[src/rtl/frontend_pipe_stage_pkg.sv]
// Shared types and defaults for the front-end pipeline stage.
//   pipe_occ_e     : occupancy state of the stage (encoding equals entry count)
//   lane_payload_t : producer packing of one lane payload (pc/imm/ctrl)
//   DEF_*          : default parameter values used by the stage and its interface
package frontend_pipe_stage_pkg;

  typedef enum logic [1:0] {
    EMPTY = 2'd0,
    ONE   = 2'd1,
    TWO   = 2'd2
  } pipe_occ_e;

  typedef struct packed {
    logic [31:0] pc;
    logic [23:0] imm;
    logic [7:0]  ctrl;
  } lane_payload_t;

  localparam int DEF_LANES  = 2;
  localparam int DEF_DATA_W = $bits(lane_payload_t);
  localparam int DEF_SEQ_W  = 6;

endpackage

[src/rtl/frontend_pipe_stage_if.sv]
// Handshake/bundle channel of the front-end pipeline stage.
//   slave  : the stage's view (receives input bundle + out_ready, drives outputs)
//   master : the environment's view (producer and consumer side together)
// Signal names follow the stage's port list; _i/_o are relative to the stage.
interface frontend_pipe_stage_if #(
  parameter int LANES  = frontend_pipe_stage_pkg::DEF_LANES,
  parameter int DATA_W = frontend_pipe_stage_pkg::DEF_DATA_W,
  parameter int SEQ_W  = frontend_pipe_stage_pkg::DEF_SEQ_W
);
  logic                    flush_i;
  logic                    in_valid_i;
  logic                    in_ready_o;
  logic [LANES-1:0]        in_lane_vld_i;
  logic [LANES*DATA_W-1:0] in_data_i;
  logic                    out_valid_o;
  logic                    out_ready_i;
  logic [LANES-1:0]        out_lane_vld_o;
  logic [LANES*DATA_W-1:0] out_data_o;
  logic [SEQ_W-1:0]        out_seq_o;
  logic [1:0]              occ_o;

  modport slave (
    input  flush_i, in_valid_i, in_lane_vld_i, in_data_i, out_ready_i,
    output in_ready_o, out_valid_o, out_lane_vld_o, out_data_o, out_seq_o, occ_o
  );

  modport master (
    output flush_i, in_valid_i, in_lane_vld_i, in_data_i, out_ready_i,
    input  in_ready_o, out_valid_o, out_lane_vld_o, out_data_o, out_seq_o, occ_o
  );
endinterface

[src/rtl/frontend_pipe_stage_entry_reg.sv]
// One bundle entry: load-enabled register of {lane mask, payloads, seq tag}.
//   clk, rst           : clock, async active-low clear
//   i_load             : capture i_* on the rising edge
//   i_lane_vld/data/seq: bundle to capture
//   o_lane_vld/data/seq: held bundle
module frontend_pipe_stage_entry_reg #(
  parameter int LANES  = 2,
  parameter int DATA_W = 64,
  parameter int SEQ_W  = 6
) (
  input  logic                    clk,
  input  logic                    rst,
  input  logic                    i_load,
  input  logic [LANES-1:0]        i_lane_vld,
  input  logic [LANES*DATA_W-1:0] i_data,
  input  logic [SEQ_W-1:0]        i_seq,
  output logic [LANES-1:0]        o_lane_vld,
  output logic [LANES*DATA_W-1:0] o_data,
  output logic [SEQ_W-1:0]        o_seq
);

  always_ff @(posedge clk or negedge rst) begin
    if (!rst) begin
      o_lane_vld <= '0;
      o_data     <= '0;
      o_seq      <= '0;
    end else if (i_load) begin
      o_lane_vld <= i_lane_vld;
      o_data     <= i_data;
      o_seq      <= i_seq;
    end
  end

endmodule

[src/rtl/frontend_pipe_stage.sv]
// N-lane front-end pipeline stage with valid/ready handshake, flush and
// per-bundle sequence tagging. SKID=1 holds two bundles (full throughput,
// registered ready); SKID=0 holds one (one bundle every two cycles).
//   clk, rst : clock, async active-low reset
//   bus      : slave side of frontend_pipe_stage_if (input bundle, output head,
//              flush, occupancy)
//
// state | meaning
// EMPTY | no bundle held
// ONE   | head bundle in main entry
// TWO   | head in main, second bundle in skid (SKID=1 only), input stalled
module frontend_pipe_stage
  import frontend_pipe_stage_pkg::*;
#(
  parameter int LANES  = DEF_LANES,
  parameter int DATA_W = DEF_DATA_W,
  parameter int SKID   = 1,
  parameter int SEQ_W  = DEF_SEQ_W
) (
  input logic                 clk,
  input logic                 rst,
  frontend_pipe_stage_if.slave bus
);

  localparam int W = LANES * DATA_W;

  pipe_occ_e        r_state;
  pipe_occ_e        w_next;
  logic             r_in_ready;
  logic [SEQ_W-1:0] r_seq;

  logic             w_accept, w_pop, w_load_main, w_load_skid, w_from_skid;
  logic [W-1:0]     w_in_data_m;

  logic [LANES-1:0] w_main_vld_d, w_skid_vld;
  logic [W-1:0]     w_main_data_d, w_skid_data;
  logic [SEQ_W-1:0] w_main_seq_d, w_skid_seq;

  // Lanes without their mask bit are stored as zero so stale producer bits
  // never leak downstream.
  for (genvar l = 0; l < LANES; l++) begin : g_mask
    assign w_in_data_m[l*DATA_W +: DATA_W] =
      bus.in_lane_vld_i[l] ? bus.in_data_i[l*DATA_W +: DATA_W] : '0;
  end

  // A zero-mask bundle is consumed by the handshake but never becomes an entry.
  assign w_accept = bus.in_valid_i & r_in_ready & (|bus.in_lane_vld_i) & ~bus.flush_i;
  assign w_pop    = (r_state != EMPTY) & bus.out_ready_i & ~bus.flush_i;

  always_comb begin
    w_next      = r_state;
    w_load_main = 1'b0;
    w_load_skid = 1'b0;
    w_from_skid = 1'b0;
    if (bus.flush_i) begin
      w_next = EMPTY;
    end else begin
      case (r_state)
        EMPTY: if (w_accept) begin
          w_next      = ONE;
          w_load_main = 1'b1;
        end
        ONE: begin
          if (w_accept && w_pop) begin
            w_load_main = 1'b1;
          end else if (w_accept) begin
            w_next      = TWO;
            w_load_skid = 1'b1;
          end else if (w_pop) begin
            w_next = EMPTY;
          end
        end
        TWO: if (w_pop) begin
          w_next      = ONE;
          w_load_main = 1'b1;
          w_from_skid = 1'b1;
        end
        default: w_next = EMPTY;
      endcase
    end
  end

  always_ff @(posedge clk or negedge rst) begin
    if (!rst) begin
      r_state    <= EMPTY;
      r_in_ready <= 1'b0;
    end else begin
      r_state    <= w_next;
      // Ready is a flop of the next occupancy, so no comb path from out_ready.
      r_in_ready <= (SKID != 0) ? (w_next != TWO) : (w_next == EMPTY);
    end
  end

  always_ff @(posedge clk or negedge rst) begin
    if (!rst)             r_seq <= '0;
    else if (bus.flush_i) r_seq <= '0;
    else if (w_accept)    r_seq <= r_seq + 1'b1;
  end

  assign w_main_vld_d  = w_from_skid ? w_skid_vld  : bus.in_lane_vld_i;
  assign w_main_data_d = w_from_skid ? w_skid_data : w_in_data_m;
  assign w_main_seq_d  = w_from_skid ? w_skid_seq  : r_seq;

  frontend_pipe_stage_entry_reg #(.LANES(LANES), .DATA_W(DATA_W), .SEQ_W(SEQ_W)) u_main (
    .clk        (clk),
    .rst        (rst),
    .i_load     (w_load_main),
    .i_lane_vld (w_main_vld_d),
    .i_data     (w_main_data_d),
    .i_seq      (w_main_seq_d),
    .o_lane_vld (bus.out_lane_vld_o),
    .o_data     (bus.out_data_o),
    .o_seq      (bus.out_seq_o)
  );

  if (SKID != 0) begin : g_skid
    frontend_pipe_stage_entry_reg #(.LANES(LANES), .DATA_W(DATA_W), .SEQ_W(SEQ_W)) u_skid (
      .clk        (clk),
      .rst        (rst),
      .i_load     (w_load_skid),
      .i_lane_vld (bus.in_lane_vld_i),
      .i_data     (w_in_data_m),
      .i_seq      (r_seq),
      .o_lane_vld (w_skid_vld),
      .o_data     (w_skid_data),
      .o_seq      (w_skid_seq)
    );
  end else begin : g_noskid
    // Single-entry mode never reaches TWO, so the skid load is dead here.
    logic w_unused_skid_load;
    assign w_unused_skid_load = w_load_skid;
    assign w_skid_vld  = '0;
    assign w_skid_data = '0;
    assign w_skid_seq  = '0;
  end

  assign bus.in_ready_o  = r_in_ready;
  assign bus.out_valid_o = (r_state != EMPTY);
  assign bus.occ_o       = r_state;

endmodule

[src/flat_wrapper.sv]
// flat-port wrapper written by rule: the top's interface ports become plain ports
module frontend_pipe_stage_flat import frontend_pipe_stage_pkg::*;
#(
  parameter int LANES  = DEF_LANES,
  parameter int DATA_W = DEF_DATA_W,
  parameter int SKID   = 1,
  parameter int SEQ_W  = DEF_SEQ_W
)
  (clk, rst, bus_flush_i, bus_in_valid_i, bus_in_lane_vld_i, bus_in_data_i, bus_out_ready_i, bus_in_ready_o, bus_out_valid_o, bus_out_lane_vld_o, bus_out_data_o, bus_out_seq_o, bus_occ_o);
  frontend_pipe_stage_if #(.LANES(LANES), .DATA_W(DATA_W), .SEQ_W(SEQ_W)) bus_i ();
  input logic clk;
  input logic rst;
  input wire logic [$bits(bus_i.flush_i)-1:0] bus_flush_i;
  input wire logic [$bits(bus_i.in_valid_i)-1:0] bus_in_valid_i;
  input wire logic [$bits(bus_i.in_lane_vld_i)-1:0] bus_in_lane_vld_i;
  input wire logic [$bits(bus_i.in_data_i)-1:0] bus_in_data_i;
  input wire logic [$bits(bus_i.out_ready_i)-1:0] bus_out_ready_i;
  output wire logic [$bits(bus_i.in_ready_o)-1:0] bus_in_ready_o;
  output wire logic [$bits(bus_i.out_valid_o)-1:0] bus_out_valid_o;
  output wire logic [$bits(bus_i.out_lane_vld_o)-1:0] bus_out_lane_vld_o;
  output wire logic [$bits(bus_i.out_data_o)-1:0] bus_out_data_o;
  output wire logic [$bits(bus_i.out_seq_o)-1:0] bus_out_seq_o;
  output wire logic [$bits(bus_i.occ_o)-1:0] bus_occ_o;
  assign bus_i.flush_i = bus_flush_i;
  assign bus_i.in_valid_i = bus_in_valid_i;
  assign bus_i.in_lane_vld_i = bus_in_lane_vld_i;
  assign bus_i.in_data_i = bus_in_data_i;
  assign bus_i.out_ready_i = bus_out_ready_i;
  assign bus_in_ready_o = bus_i.in_ready_o;
  assign bus_out_valid_o = bus_i.out_valid_o;
  assign bus_out_lane_vld_o = bus_i.out_lane_vld_o;
  assign bus_out_data_o = bus_i.out_data_o;
  assign bus_out_seq_o = bus_i.out_seq_o;
  assign bus_occ_o = bus_i.occ_o;
  frontend_pipe_stage #(.LANES(LANES), .DATA_W(DATA_W), .SKID(SKID), .SEQ_W(SEQ_W)) u_core (.clk(clk), .rst(rst), .bus(bus_i));
endmodule
[config.mk]
export PLATFORM = sky130hd
export DESIGN_NAME = frontend_pipe_stage_flat
export DESIGN_NICKNAME = d
export VERILOG_FILES = /design/src/rtl/frontend_pipe_stage_pkg.sv /design/src/rtl/frontend_pipe_stage_if.sv /design/src/rtl/frontend_pipe_stage_entry_reg.sv /design/src/rtl/frontend_pipe_stage.sv /design/src/flat_wrapper.sv
export SDC_FILE = /design/constraint.sdc
export NUM_CORES = 1
export LEC_CHECK = 0
export ABC_AREA = 1
export ABC_CLOCK_PERIOD_IN_PS = 1900
export CAP_MARGIN = 20
export CELL_PAD_IN_SITES_DETAIL_PLACEMENT = 0
export CELL_PAD_IN_SITES_GLOBAL_PLACEMENT = 1
export CORE_MARGIN = 3
export CORE_UTILIZATION = 38
export CTS_CLUSTER_DIAMETER = 80
export DETAILED_ROUTE_END_ITERATION = 12
export PLACE_DENSITY = 0.82
export SLEW_MARGIN = 15
export SYNTH_ARGS = -nofsm -noshare
export SYNTH_HDL_FRONTEND = slang
export SYNTH_SLANG_ARGS = --single-unit
[constraint.sdc]
create_clock -name clk -period 1.9 [get_ports clk]
set_input_delay 0.475 -clock clk [delete_from_list [all_inputs] [get_ports clk]]
set_output_delay 0.475 -clock clk [all_outputs]
set_load 0.02 [all_outputs]
# After elaboration in Yosys (flattened, before gate mapping)
# Cells that the tools add are included.
[word_totals] input_bits=135 out_inout_bits=140 regBits=281
[classes] n_reduce_logical=5 eq_ne=3 add_sub_neg=1 mux=24 bitwise_logic=6
[ops] operator="128-bit two-way mux" count=1
[ops] operator="64-bit two-way mux" count=2
[ops] operator="6-bit two-way mux" count=3
[ops] operator="2-bit two-way mux" count=7
[ops] operator="1-bit two-way mux" count=9
[ops] operator="6-bit by 1-bit adder with 6-bit output, second input constant" count=1
[ops] operator="2-bit one-hot mux with 3 select lines" count=1
[ops] operator="1-bit AND" count=5
[ops] operator="2-bit nonzero test" count=2
[ops] operator="1-bit one-hot mux with 3 select lines" count=1
[ops] operator="2-bit by 1-bit equality test with 1-bit output, second input constant" count=1
[ops] operator="2-bit equality test, second input constant" count=1
[ops] operator="2-bit zero test" count=1
[ops] operator="2-bit != test, second input constant" count=1
[ops] operator="2-bit OR reduction" count=1
[ops] operator="1-bit logical AND" count=1
[ops] operator="1-bit inverter" count=1

# Depth between registers and ports, before layout
# Gate-level depths: netlist of run 1.
[logic_depth] ltp_word=9 ltp_mapped=10 depth_no_buf=7

# By module
# From an unflattened synthesis of run 1, not the netlist that was laid out.
[unflattened] cells_unflattened=1788 hier_area_um2=13126.3
[by_module_without_submodules] module="frontend_pipe_stage_entry_reg" cells_per_inst=574 instances=2 area_each_um2=5087.4
[by_module_without_submodules] module="frontend_pipe_stage" cells_per_inst=640 instances=1 area_each_um2=2951.6

# Worst setup path after synthesis of run 1
# No wires, ideal clock.
[synth_timing] path_kind="input-to-reg" startpoint="input bus_in_lane_vld_i[0]" endpoint="register u_core.u_main.o_data[119]" slack_ps=345 path_stages=10 t_arrival_ps=1438 setup_time_ps=117 required_time_ps=1783 cell_sequence="nor2_1 nor2_1 buf_4 nand2_1 nand3_1 buf_4 buf_6 buf_4 nand2_1 nand2_1"
[synth_between] elab_chain_cells=7 elab_cells_between_ends=8
[synth_lines] item="start: declaration" line="flat_wrapper.sv:15" rtl="input wire logic [$bits(bus_i.in_lane_vld_i)-1:0] bus_in_lane_vld_i;"
[synth_lines] item="2-bit OR reduction *" line="frontend_pipe_stage.sv:47" rtl="assign w_accept = bus.in_valid_i & r_in_ready & (|bus.in_lane_vld_i) & ~bus.flush_i;"
[synth_lines] item="1-bit AND * (2 in series)" line="frontend_pipe_stage.sv:47"
[synth_lines] item="1-bit logical AND" line="frontend_pipe_stage.sv:64" rtl="if (w_accept && w_pop) begin"
[synth_lines] item="1-bit two-way mux" line="frontend_pipe_stage.sv:64"
[synth_lines] item="1-bit one-hot mux with 3 select lines *" line="frontend_pipe_stage.sv:58" rtl="case (r_state)"
[synth_lines] item="1-bit two-way mux *" line="frontend_pipe_stage.sv:55" rtl="if (bus.flush_i) begin"
[synth_lines] item="end signal: assignment" line="frontend_pipe_stage_entry_reg.sv:29" rtl="o_data <= i_data;"
[synth_lines] item="end: declaration" line="frontend_pipe_stage_entry_reg.sv:18" rtl="output logic [LANES*DATA_W-1:0] o_data,"
# Every way passes the cells marked *; elsewhere a longest branch is shown, timed or not.
# A chain may end at the register's enable or synchronous reset.

# Worst setup path in the final report of run 1
[layout_timing] startpoint="register u_core.r_state[0], in the netlist u_core.bus.occ_o[0]" endpoint="register u_core.u_main.o_data[75]"
[layout_between] elab_chain_cells=7 elab_cells_between_ends=14
[layout_lines] item="start: declaration" line="frontend_pipe_stage.sv:27" rtl="pipe_occ_e r_state;"
[layout_lines] item="start signal: assignment" line="frontend_pipe_stage.sv:88" rtl="r_state <= w_next;"
[layout_lines] item="2-bit nonzero test" line="frontend_pipe_stage.sv:48" rtl="assign w_pop = (r_state != EMPTY) & bus.out_ready_i & ~bus.flush_i;"
[layout_lines] item="1-bit AND (2 in series)" line="frontend_pipe_stage.sv:48"
[layout_lines] item="1-bit logical AND / 1-bit two-way mux (equally long branches)" line="frontend_pipe_stage.sv:64, frontend_pipe_stage.sv:73"
[layout_lines] item="1-bit two-way mux (on tied branches)" line="frontend_pipe_stage.sv:64, frontend_pipe_stage.sv:58"
[layout_lines] item="1-bit one-hot mux with 3 select lines / 1-bit two-way mux (equally long branches)" line="frontend_pipe_stage.sv:58, frontend_pipe_stage.sv:55"
[layout_lines] item="1-bit two-way mux / 128-bit two-way mux (equally long branches)" line="frontend_pipe_stage.sv:55, frontend_pipe_stage.sv:101"
# Several ways; a longest one is shown, not always the timed one.

==> results of run 1 <==
-- report_power, final --
| group | internal [µW] | switching [µW] | leakage [µW] |
|---|---|---|---|
| clock | 4070 | 2560 | 0.000571 |
| combinational | 1490 | 2260 | 0.00604 |
| sequential | 7030 | 634 | 0.00373 |
-- cell type report --
type	count	area (µm²)	area share
repair buffers	343	3490	0.189
inverters	142	536	0.0290
well taps	461	577	0.0312
flip-flops and latches	281	7030	0.381
clock inverters	11	111	0.00603
clock buffers	48	1040	0.0561
diodes	1	2.50	0.000135
multi-input cells	1263	5690	0.308
-- cell families (layout without fill, tap and decap cells) --
logic type,count (synthesis),after routing,share of synthesized area
buffers and inverters,307,544,0.0888
adder cells (fa/ha/maj),1,1,0.000900
XOR/XNOR,1,1,0.000630
other,0,1,0
flip-flops,281,281,0.506
AND/OR/NAND/NOR,1118,1118,0.352
AO/OA/AOI/OAI,143,143,0.0516
-- timing repair --
item,in CTS,in global routing
endpoints found under the setup margin,140,1
hold buffers,1,0
gates resized for setup,142,2
hold endpoints to repair,34,0
-- routing by layer --
metal  part of all wire  up-vias
li1                   -     6458
met1               0.46     6258
met4              0.021        6
met5             0.0011        -
met2               0.45      492
met3              0.075       68
-- per-stage QoR --
stage,setup TNS [ps],cells,power [µW],area [µm²]
3_3_place_gp,-36440,2489,11800,17500
5_1_grt,0,2549,19000,18500
4_1_cts,-18.6,2549,18300,18500
3_5_place_dp,-42380,2489,11900,17500
6_report,0,2550,18000,18500
2_1_floorplan,0,1851,9680,13900
-- state kept, by name, indices dropped and copies added, names as in the netlist --
signal / cells
u_core.g_skid.u_skid.o_data: 128
u_core.u_main.o_data: 128
u_core.g_skid.u_skid.o_seq: 6
u_core.r_seq: 6
u_core.u_main.o_seq: 6
u_core.bus.occ_o: 2
u_core.g_skid.u_skid.o_lane_vld: 2
u_core.u_main.o_lane_vld: 2
u_core.bus.in_ready_o: 1
-- cell usage after synthesis, drive strengths merged --
| library cell | instances |
|---|---|
| ha | 1 |
| xnor2 | 1 |
| nor2 | 12 |
| dfrtp | 281 |
| nand3 | 7 |
| nand4 | 274 |
| o22ai | 1 |
| inv | 142 |
| o21ai | 140 |
| nand2 | 825 |
| clkbuf | 96 |
| a21oi | 2 |
| buf | 69 |
-- worst max-delay path, stage by stage, from the launching register on --
cell and delay [ps]:
dfrtp_1 400, buf_4 160, inv_4 70, buf_12 510
nand4_1 170, nand2_1 130, nand2_1 70, nand2_1 70
-- worst max path at each step --
stage / start / to / slack (ps) / cells past startpoint
2_1_floorplan: bus_in_lane_vld_i[0] / u_core.u_main.o_data[119] / 340 / 10
3_3_place_gp: bus_flush_i / u_core.u_main.o_data[4] / -210 / 7
3_5_place_dp: bus_flush_i / u_core.u_main.o_data[120] / -230 / 8
4_1_cts: u_core.bus.occ_o[1] / bus_out_valid_o / -20 / 3
5_1_grt: u_core.bus.occ_o[1] / bus_out_valid_o / 30 / 3
6_report: u_core.bus.occ_o[0] / u_core.u_main.o_data[75] / 90 / 7
==> qor.txt, run 1 <==
=====================================================================================
Path class of the lowest-slack min-delay path .......................... input pin to register
Setup violations, final ................................................            0
CP startpoint kind .....................................................     register
Count of final hold-check violations ...................................            0
Leakage dissipation ....................................................    0.0103 µW
Number of nets with antenna violations after routing ...................            0
Pins Over Slew Limit ...................................................            0
YS warnings ............................................................            0
Sort of element at the end of the critical path ........................     register
Fillers ................................................................         3432
Part of the cycle the worst path needs .................................        0.950
Synthesis-stage register bit count .....................................          281
Initial cell density of the core .......................................        0.388
Achievable frequency ...................................................    0.554 GHz
Worst hold path cell count .............................................            4
Post-Synthesis Cells ...................................................         1851
Min Hold Slack .........................................................       427 ps
Routing usage on met1 ..................................................        0.325
Maximum VDD drop .......................................................     0.561 mV
Chip height ............................................................       197 µm
Critical path type ..................................................... register to register
Pin count of the biggest net entering global routing ...................          138
Share of the yosys chip area belonging to registers ....................        0.506
Depth of the CTS H-tree ................................................            2
Fin util ...............................................................        0.516
End point of the worst hold path ....................................... u_core.bus.occ_o[0]
Routed via count .......................................................        13300
Least-Margin Pin Slew ..................................................       754 ps
Worst reg2reg endpoint ................................................. u_core.u_main.o_data[75]
Worst-case setup slack after placement .................................      -229 ps
Signal arrival time at the worst endpoint ..............................      2240 ps
Number of nets in the synthesized netlist ..............................         1987
Synth cell types .......................................................           18
Overall global routing resource usage ..................................        0.225
Max Root-Sink Buffers ..................................................            3
Count of maximum capacitance violations ................................            0
Relative slew slack ....................................................        0.497
Crit Path Max Fanout ...................................................          137
Most frequent cells in the layout ...................................... nand2_1, dfrtp_1, nand4_1
Layout net count .......................................................         2201
TritonRoute pass-1 iters ...............................................            5
Mean instance size in the synthesized netlist ..........................     7.51 µm²
Clk_lat worst skew .....................................................       510 ps
Initial antenna violation count ........................................            4
Root buf cell ..........................................................    clkbuf_16
Result of the run ...................................................... finished clean
Number of buffers inserted by post-CTS setup repair ....................            0
Clock tree from TritonCTS ..............................................        built
Sinks on the clock net .................................................          281
GR met3 Demand/Resource ................................................       0.0433
Via count of the first global-routing pass .............................        13100
Req. time, crit path ...................................................      2340 ps
Die X-Extent ...........................................................       197 µm
Top-area cell type share of the netlist area ...........................        0.506
Overall routed net length ..............................................     44300 µm
Library cell occupying the most area in the post-synthesis netlist .....      dfrtp_1
Ratio of cells with drive above 1 in the final layout ..................       0.0651
Combined area of all synthesized cells .................................   0.0139 mm²
First-iteration detailed-routing DRC count .............................         1037
Number of buffers inserted during clock tree synthesis .................           34
Floorplan die area .....................................................   0.0389 mm²
Met2 track demand over resource in global routing ......................        0.350
Setup slack on the worst flop-to-flop path .............................        90 ps
Number of DRC violations after detailed routing ........................            0
Depth of the worst register-to-register path ...........................            7
Average via count per standard cell ....................................         5.21
Core area ..............................................................   0.0358 mm²
Global-route wire length before repair .................................     72100 µm
Reg-to-Reg Start ....................................................... u_core.bus.occ_o[0]
Clock skew .............................................................      9.63 ps
Cell types with the largest area share after synthesis ................. dfrtp_1, nand2_1, nand4_1
Area Growth Syn to Fin .................................................        33.0%
Most Used Layer, Global Route ..........................................         met2
Detailed-route wire length per cell ....................................      17.4 µm
Worst setup slack after layout .........................................      94.7 ps
I/O pins ...............................................................          275
RSZ-0062 raised after global routing ...................................           no
Pwr Density ............................................................   976 mW/mm²
Placement Rows .........................................................           69
Most frequent standard cell in the layout excluding fill and tap cells .      nand2_1
Clock slew seen by the registers of the worst setup and hold paths .....        60 ps
Number of buffers added on ports .......................................          274
Estimated wirelength of the detail-placed design .......................     27000 µm
Placer congestion estimate .............................................        0.813
Worst hold path startpoint ............................................. bus_out_ready_i
Grt total ovfl .........................................................            0
Tmin final .............................................................      1810 ps
=====================================================================================
Power figures use the tool's default switching activity.
==> inputs of run 2 (changes only) <==
--- a/config.mk
+++ b/config.mk
@@ -10,11 +10,13 @@
 export CAP_MARGIN = 20
 export CELL_PAD_IN_SITES_DETAIL_PLACEMENT = 0
 export CELL_PAD_IN_SITES_GLOBAL_PLACEMENT = 1
+export CORE_ASPECT_RATIO = 0.75
 export CORE_MARGIN = 3
 export CORE_UTILIZATION = 38
 export CTS_CLUSTER_DIAMETER = 80
 export DETAILED_ROUTE_END_ITERATION = 12
 export PLACE_DENSITY = 0.82
+export SKIP_LAST_GASP = 1
 export SLEW_MARGIN = 15
 export SYNTH_ARGS = -nofsm -noshare
 export SYNTH_HDL_FRONTEND = slang
==> run 2 against run 1 <==
Against the previous run: final cell count is 0.55% lower; critical path type is now register to primary output; register-to-register slack improved by 110 ps; largest cell class unchanged; combinational power about the same; worst hold slack lost 97 ps; setup slack worse by 19 ps; sequential share of layout area rose by 0.38 points; via count fell by 0.23%; die area barely moved; total power is 3.5% lower; design area fell by 0.97%.
==> qor.txt, run 2 (synthesis gave the netlist of run 1 again) <==
======================================================================================
Result of the run ....................................................... finished clean
Initial antenna violation count .........................................            2
Relative slew slack .....................................................        0.595
Total Neg Setup Slack ...................................................         0 ps
Achievable frequency ....................................................    0.548 GHz
Critical path type ...................................................... register to primary output
TritonRoute pass-1 iters ................................................            5
Pins Over Slew Limit ....................................................            0
Total area of multi-input combinational cells ...........................  0.00570 mm²
Placement Rows ..........................................................           59
RSZ-0062 raised after global routing ....................................           no
Largest registers in the final layout ................................... u_core.g_skid.u_skid.o_data (128), u_core.u_main.o_data (128)
Clk_lat worst skew ......................................................       560 ps
Ordered cell list for the critical path ................................. dlygate4sd2_1
Sinks on the clock net ..................................................          281
Worst hold path startpoint .............................................. bus_out_ready_i
Tmin final ..............................................................      1820 ps
Placed cell areas .......................................................   0.0174 mm²
First-iteration detailed-routing DRC count ..............................         1096
Count of maximum capacitance violations .................................            0
Clock tree from TritonCTS ...............................................        built
Signal arrival time at the worst endpoint ...............................      1350 ps
Area Growth Syn to Fin ..................................................        31.7%
Number of buffers added on ports ........................................          274
CP startpoint kind ......................................................     register
Crit Path Max Fanout ....................................................            2
I/O pins ................................................................          275
Detailed-route wire length per cell .....................................      17.4 µm
Depth of the worst register-to-register path ............................            7
Sort of element at the end of the critical path ......................... primary output
Worst hold path cell count ..............................................            4
Cell class contributing the biggest share of worst-path delay ...........   flip-flops
Estimated wirelength of the detail-placed design ........................     26900 µm
Layout net count ........................................................         2191
Post-Layout Cell Count ..................................................         2536
Summed area of non-filler cells in the final layout .....................   0.0183 mm²
Grt total ovfl ..........................................................            0
Max Root-Sink Buffers ...................................................            3
Pin count of the biggest net entering global routing ....................          104
Root buf cell ...........................................................    clkbuf_16
Placed Instances ........................................................         2478
Average via count per standard cell .....................................         5.23
Core area ...............................................................   0.0354 mm²
Library cell contributing the largest single delay on the critical path .      dfrtp_1
Via count of the first global-routing pass ..............................        12800
Number of DRC violations after detailed routing .........................            0
Number of buffers inserted during clock tree synthesis ..................           30
Largest stage delay on the critical path ................................       410 ps
Global-route wire length before repair ..................................     70500 µm
Number of nets with antenna violations after routing ....................            0
Part of the cycle the worst path needs ..................................        0.960
Path class of the lowest-slack min-delay path ........................... input pin to register
Ratio of cells with drive above 1 in the final layout ...................       0.0616
Req. time, crit path ....................................................      1420 ps
Setup violations, final .................................................            0
Leakage dissipation .....................................................    0.0102 µW
Sequential standard cell area ...........................................  0.00703 mm²
Placer congestion estimate ..............................................        0.787
Most frequent standard cell in the layout excluding fill and tap cells ..      nand2_1
Least-Margin Pin Slew ...................................................       607 ps
Count of final hold-check violations ....................................            0
Initial cell density of the core ........................................        0.393
Die X-Extent ............................................................       227 µm
Routed via count ........................................................        13300
Chip height .............................................................       172 µm
Depth of the CTS H-tree .................................................            1
Pwr Density .............................................................   952 mW/mm²
Reg-to-Reg Start ........................................................ u_core.bus.in_ready_o
Setup slack on the worst flop-to-flop path ..............................       200 ps
Clock slew seen by the registers of the worst setup and hold paths ......        60 ps
Maximum VDD drop ........................................................     0.587 mV
Clock skew ..............................................................      8.06 ps
Worst reg2reg endpoint .................................................. u_core.u_main.o_data[39]
Most frequent cells in the layout ....................................... nand2_1, dfrtp_1, nand4_1
Floorplan die area ......................................................   0.0389 mm²
End point of the worst hold path ........................................ u_core.bus.occ_o[0]
Fillers .................................................................         3364
Overall routed net length ...............................................     44000 µm
Total buffers and inverters traversed by the critical path ..............            1
Overall global routing resource usage ...................................        0.224
======================================================================================
==> run 2: power by group <==
group          switching (µW)  leakage [µW]  internal, µW  total (µW)
sequential                642       0.00373          7020        7670
clock                    2500      0.000502          3520        6020
combinational            2240       0.00600          1490        3730
total                    5380        0.0102         12000       17400
==> run 2: layer usage <==
layer | GRT usage | wire, µm | vias to the layer above
li1 | - | - | 6439
met5 | 0 | 10 | -
met1 | 0.326 | 20600 | 6318
met3 | 0.0466 | 3130 | 61
met2 | 0.344 | 19500 | 432
met4 | 0.0502 | 818 | 2
==> run 2: layout make-up <==
class                      count  area share
antenna                        1    0.000137
clock buffer                  42      0.0485
clock inverter                13     0.00697
inverter                     142      0.0293
multi-input combinational   1263       0.311
sequential                   281       0.384
tap                          457      0.0312
timing repair buffer         337       0.188
==> run 2: per-stage QoR <==
stage / hold slack [ps] / util / power [µW] / setup slack [ps]
2_1_floorplan: 179 / - / 9680 / 345
3_3_place_gp: 390 / 0.493 / 11800 / -268
3_5_place_dp: 389 / 0.493 / 11900 / -326
4_1_cts: 299 / 0.517 / 17600 / -162
5_1_grt: 323 / 0.518 / 18300 / 8.82
6_report: 330 / 0.518 / 17400 / 76.0
==> run 2: worst max path at each step <==
stage | startpoint | to | cells past startpoint | slack (ps)
after floorplan | bus_in_lane_vld_i[0] | u_core.u_main.o_data[119] | 10 | 340
after global placement | bus_flush_i | u_core.u_main.o_data[26] | 8 | -270
after detailed placement | bus_flush_i | u_core.u_main.o_data[39] | 8 | -330
after CTS | u_core.bus.occ_o[0] | bus_out_valid_o | 3 | -160
after global routing | u_core.bus.occ_o[1] | bus_occ_o[1] | 1 | 9
final | u_core.u_main.o_data[82] | bus_out_data_o[82] | 1 | 80
==> run 2: what timing repair did <==
item / CTS / global route
hold buffers: 1 / 0
gates resized for setup: 142 / 3
hold endpoints to repair: 27 / 0
endpoints found under the setup margin: 140 / 1
buffers inserted: 0 / 1
==> run 2: tightest hold or removal path, stage by stage <==
cell	delay [ps]
buf_4	140
nor2_1	90
nand2_1	70
nand4_1	70
==> inputs of run 3 (changes only) <==
==> constraint.sdc (replaced) <==
create_clock -name clk -period 1.9 [get_ports clk]
set_input_delay 0.19 -clock clk [delete_from_list [all_inputs] [get_ports clk]]
set_output_delay 0.19 -clock clk [all_outputs]
set_load 0.02 [all_outputs]
==> run 3 against run 2 <==
Against the previous run: clock-buffer cell count up 1; sequential power hardly changed; routed wire length is 0.27% higher; largest cell class unchanged; die area unchanged; largest power group unchanged; clock power grew 5.8%; final cell count is 0.39% lower; sequential share of layout area fell by 0.21 points; setup slack improved by 14 ps; core utilization is 0.28 points higher; worst hold slack got worse by 260 ps; maximum frequency is 0.80% higher; design area increased by 0.54%.
==> qor.txt, run 3 (synthesis gave the netlist of run 1 again) <==
======================================================================================
Result of the run ....................................................... finished clean
Count of maximum capacitance violations .................................            0
Placer congestion estimate ..............................................        0.791
Clock slew seen by the registers of the worst setup and hold paths ......        60 ps
Library cell contributing the largest single delay on the critical path . clkdlybuf4s50_1
Initial antenna violation count .........................................            1
Tmin final ..............................................................      1810 ps
Detail Route met3 WL ....................................................      2840 µm
Leakage dissipation .....................................................   0.00972 µW
Via count of the first global-routing pass ..............................        13100
Number of buffers inserted during clock tree synthesis ..................           31
Critical path type ...................................................... register to primary output
Min Hold Slack ..........................................................      71.7 ps
Count of final hold-check violations ....................................            0
Overall global routing resource usage ...................................        0.227
Depth of the CTS H-tree .................................................            1
Placed Instances ........................................................         2468
Cell class contributing the biggest share of worst-path delay ........... buffers and inverters
Total buffers and inverters traversed by the critical path ..............            1
Pwr Density .............................................................   987 mW/mm²
Placement Rows ..........................................................           59
Largest stage delay on the critical path ................................       680 ps
Most frequent cells in the layout ....................................... nand2_1, dfrtp_1, nand4_1
Detailed-route wire length per cell .....................................      17.5 µm
Clock skew ..............................................................      12.7 ps
Grt total ovfl ..........................................................            0
Path class of the lowest-slack min-delay path ........................... input pin to register
Core area ...............................................................   0.0354 mm²
I/O pins ................................................................          275
TritonRoute pass-1 iters ................................................            5
Part of the cycle the worst path needs ..................................        0.952
RSZ-0062 raised after global routing ....................................           no
Routed via count ........................................................        13300
Overall routed net length ...............................................     44100 µm
Number of nets with antenna violations after routing ....................            0
Ordered cell list for the critical path ................................. clkdlybuf4s50_1
Global-route wire length before repair ..................................     71900 µm
Pins Over Slew Limit ....................................................            0
Maximum VDD drop ........................................................     0.598 mV
Sinks on the clock net ..................................................          281
Ratio of cells with drive above 1 in the final layout ...................       0.0546
M1 wire length ..........................................................     21200 µm
Sort of element at the end of the critical path ......................... primary output
Signal arrival time at the worst endpoint ...............................      1620 ps
Die X-Extent ............................................................       227 µm
Estimated wirelength of the detail-placed design ........................     27000 µm
Number of buffers added on ports ........................................          274
Most frequent standard cell in the layout excluding fill and tap cells ..      nand2_1
Max Used Layer ..........................................................         met5
Layout net count ........................................................         2181
Fin util ................................................................        0.520
Post-route total power ..................................................     18200 µW
First-iteration detailed-routing DRC count ..............................         1364
Number of buffers inserted by post-CTS setup repair .....................            0
Diodes inserted .........................................................            0
CP startpoint kind ......................................................     register
Initial cell density of the core ........................................        0.393
Clk_lat worst skew ......................................................       560 ps
Post-Layout Cell Count ..................................................         2526
Area Growth Syn to Fin ..................................................        32.4%
Largest registers in the final layout ................................... u_core.g_skid.u_skid.o_data (128), u_core.u_main.o_data (128)
Average via count per standard cell .....................................         5.25
Met2 wire length ........................................................     19500 µm
Floorplan die area ......................................................   0.0389 mm²
Pin count of the biggest net entering global routing ....................           84
Fillers .................................................................         3316
Relative slew slack .....................................................        0.496
Number of DRC violations after detailed routing .........................            0
Total Neg Setup Slack ...................................................         0 ps
Achievable frequency ....................................................    0.553 GHz
Setup violations, final .................................................            0
Req. time, crit path ....................................................      1710 ps
Chip height .............................................................       172 µm
Clock tree from TritonCTS ...............................................        built
Sequential standard cell area ...........................................  0.00703 mm²
Total area of multi-input combinational cells ...........................  0.00570 mm²
Root buf cell ...........................................................    clkbuf_16
Least-Margin Pin Slew ...................................................       756 ps
Crit Path Max Fanout ....................................................            3
Max Root-Sink Buffers ...................................................            3
======================================================================================
## run 3: changes by cell type in the layout (fill, tap and decap cells not counted), moves of 3 or more
cell,previous run,this run
buf_12,33,30
buf_4,30,22
clkdlybuf4s50_1,130,268
dlygate4sd2_1,138,2
clkbuf_8,7,4
bufinv_16,2,5
clkbuf_1,4,8
## run 3: timing repair
item,CTS,global route
endpoints found under the setup margin,2,0
hold buffers,1,0
endpoints found under the hold margin,192,0
resized for setup,3,0
## run 3: layout make-up
| class | instances | area share |
|---|---|---|
| Multi-Input combinational cell | 1263 | 0.310 |
| Sequential cell | 281 | 0.382 |
| Clock inverter | 14 | 0.0109 |
| Tap cell | 457 | 0.0311 |
| Inverter | 142 | 0.0291 |
| Clock buffer | 43 | 0.0468 |
| Timing Repair Buffer | 326 | 0.190 |
## run 3: where the power goes
group / switching, µW / internal, µW
Clock: 2540 / 3830
Sequential: 662 / 7020
Combinational: 2240 / 1860
Total: 5440 / 12700
## run 3: metrics by stage
| stage | instance area [µm²] | setup slack, ps |
|---|---|---|
| after floorplan | 13900 | 389 |
| after global placement | 17300 | 30.1 |
| after detailed placement | 17300 | -8.34 |
| after CTS | 18400 | 62.3 |
| after global routing | 18400 | 15.3 |
| final | 18400 | 90.5 |
## run 3: layer usage
layer  track usage  vias to the layer above
met5             0                        -
met4        0.0401                        2
met3        0.0425                       46
met2         0.352                      407
met1         0.335                     6375
li1              -                     6420
## run 3: path summary, 6_finish.rpt
path                                                   endpoint  cells past startpoint                             from  slack, ps
worst max register to register         u_core.u_main.o_data[35]                      7            u_core.bus.in_ready_o        210
min in group asynchronous       u_core.g_skid.u_skid.o_data[12]                      2                              rst        140
worst max-delay path                               bus_occ_o[1]                      1              u_core.bus.occ_o[1]         90
worst min-delay path                        u_core.bus.occ_o[0]                      4                  bus_out_ready_i         70
max in group asynchronous              u_core.u_main.o_data[49]                      3                              rst       1030
worst min register to register  u_core.g_skid.u_skid.o_data[49]                      2  u_core.g_skid.u_skid.o_data[49]        480
## run 3: worst min-delay path, delay by kind of cell
family	cells	cell delay [ps]
buffers and inverters	1	140
AND/OR/NAND/NOR	3	240
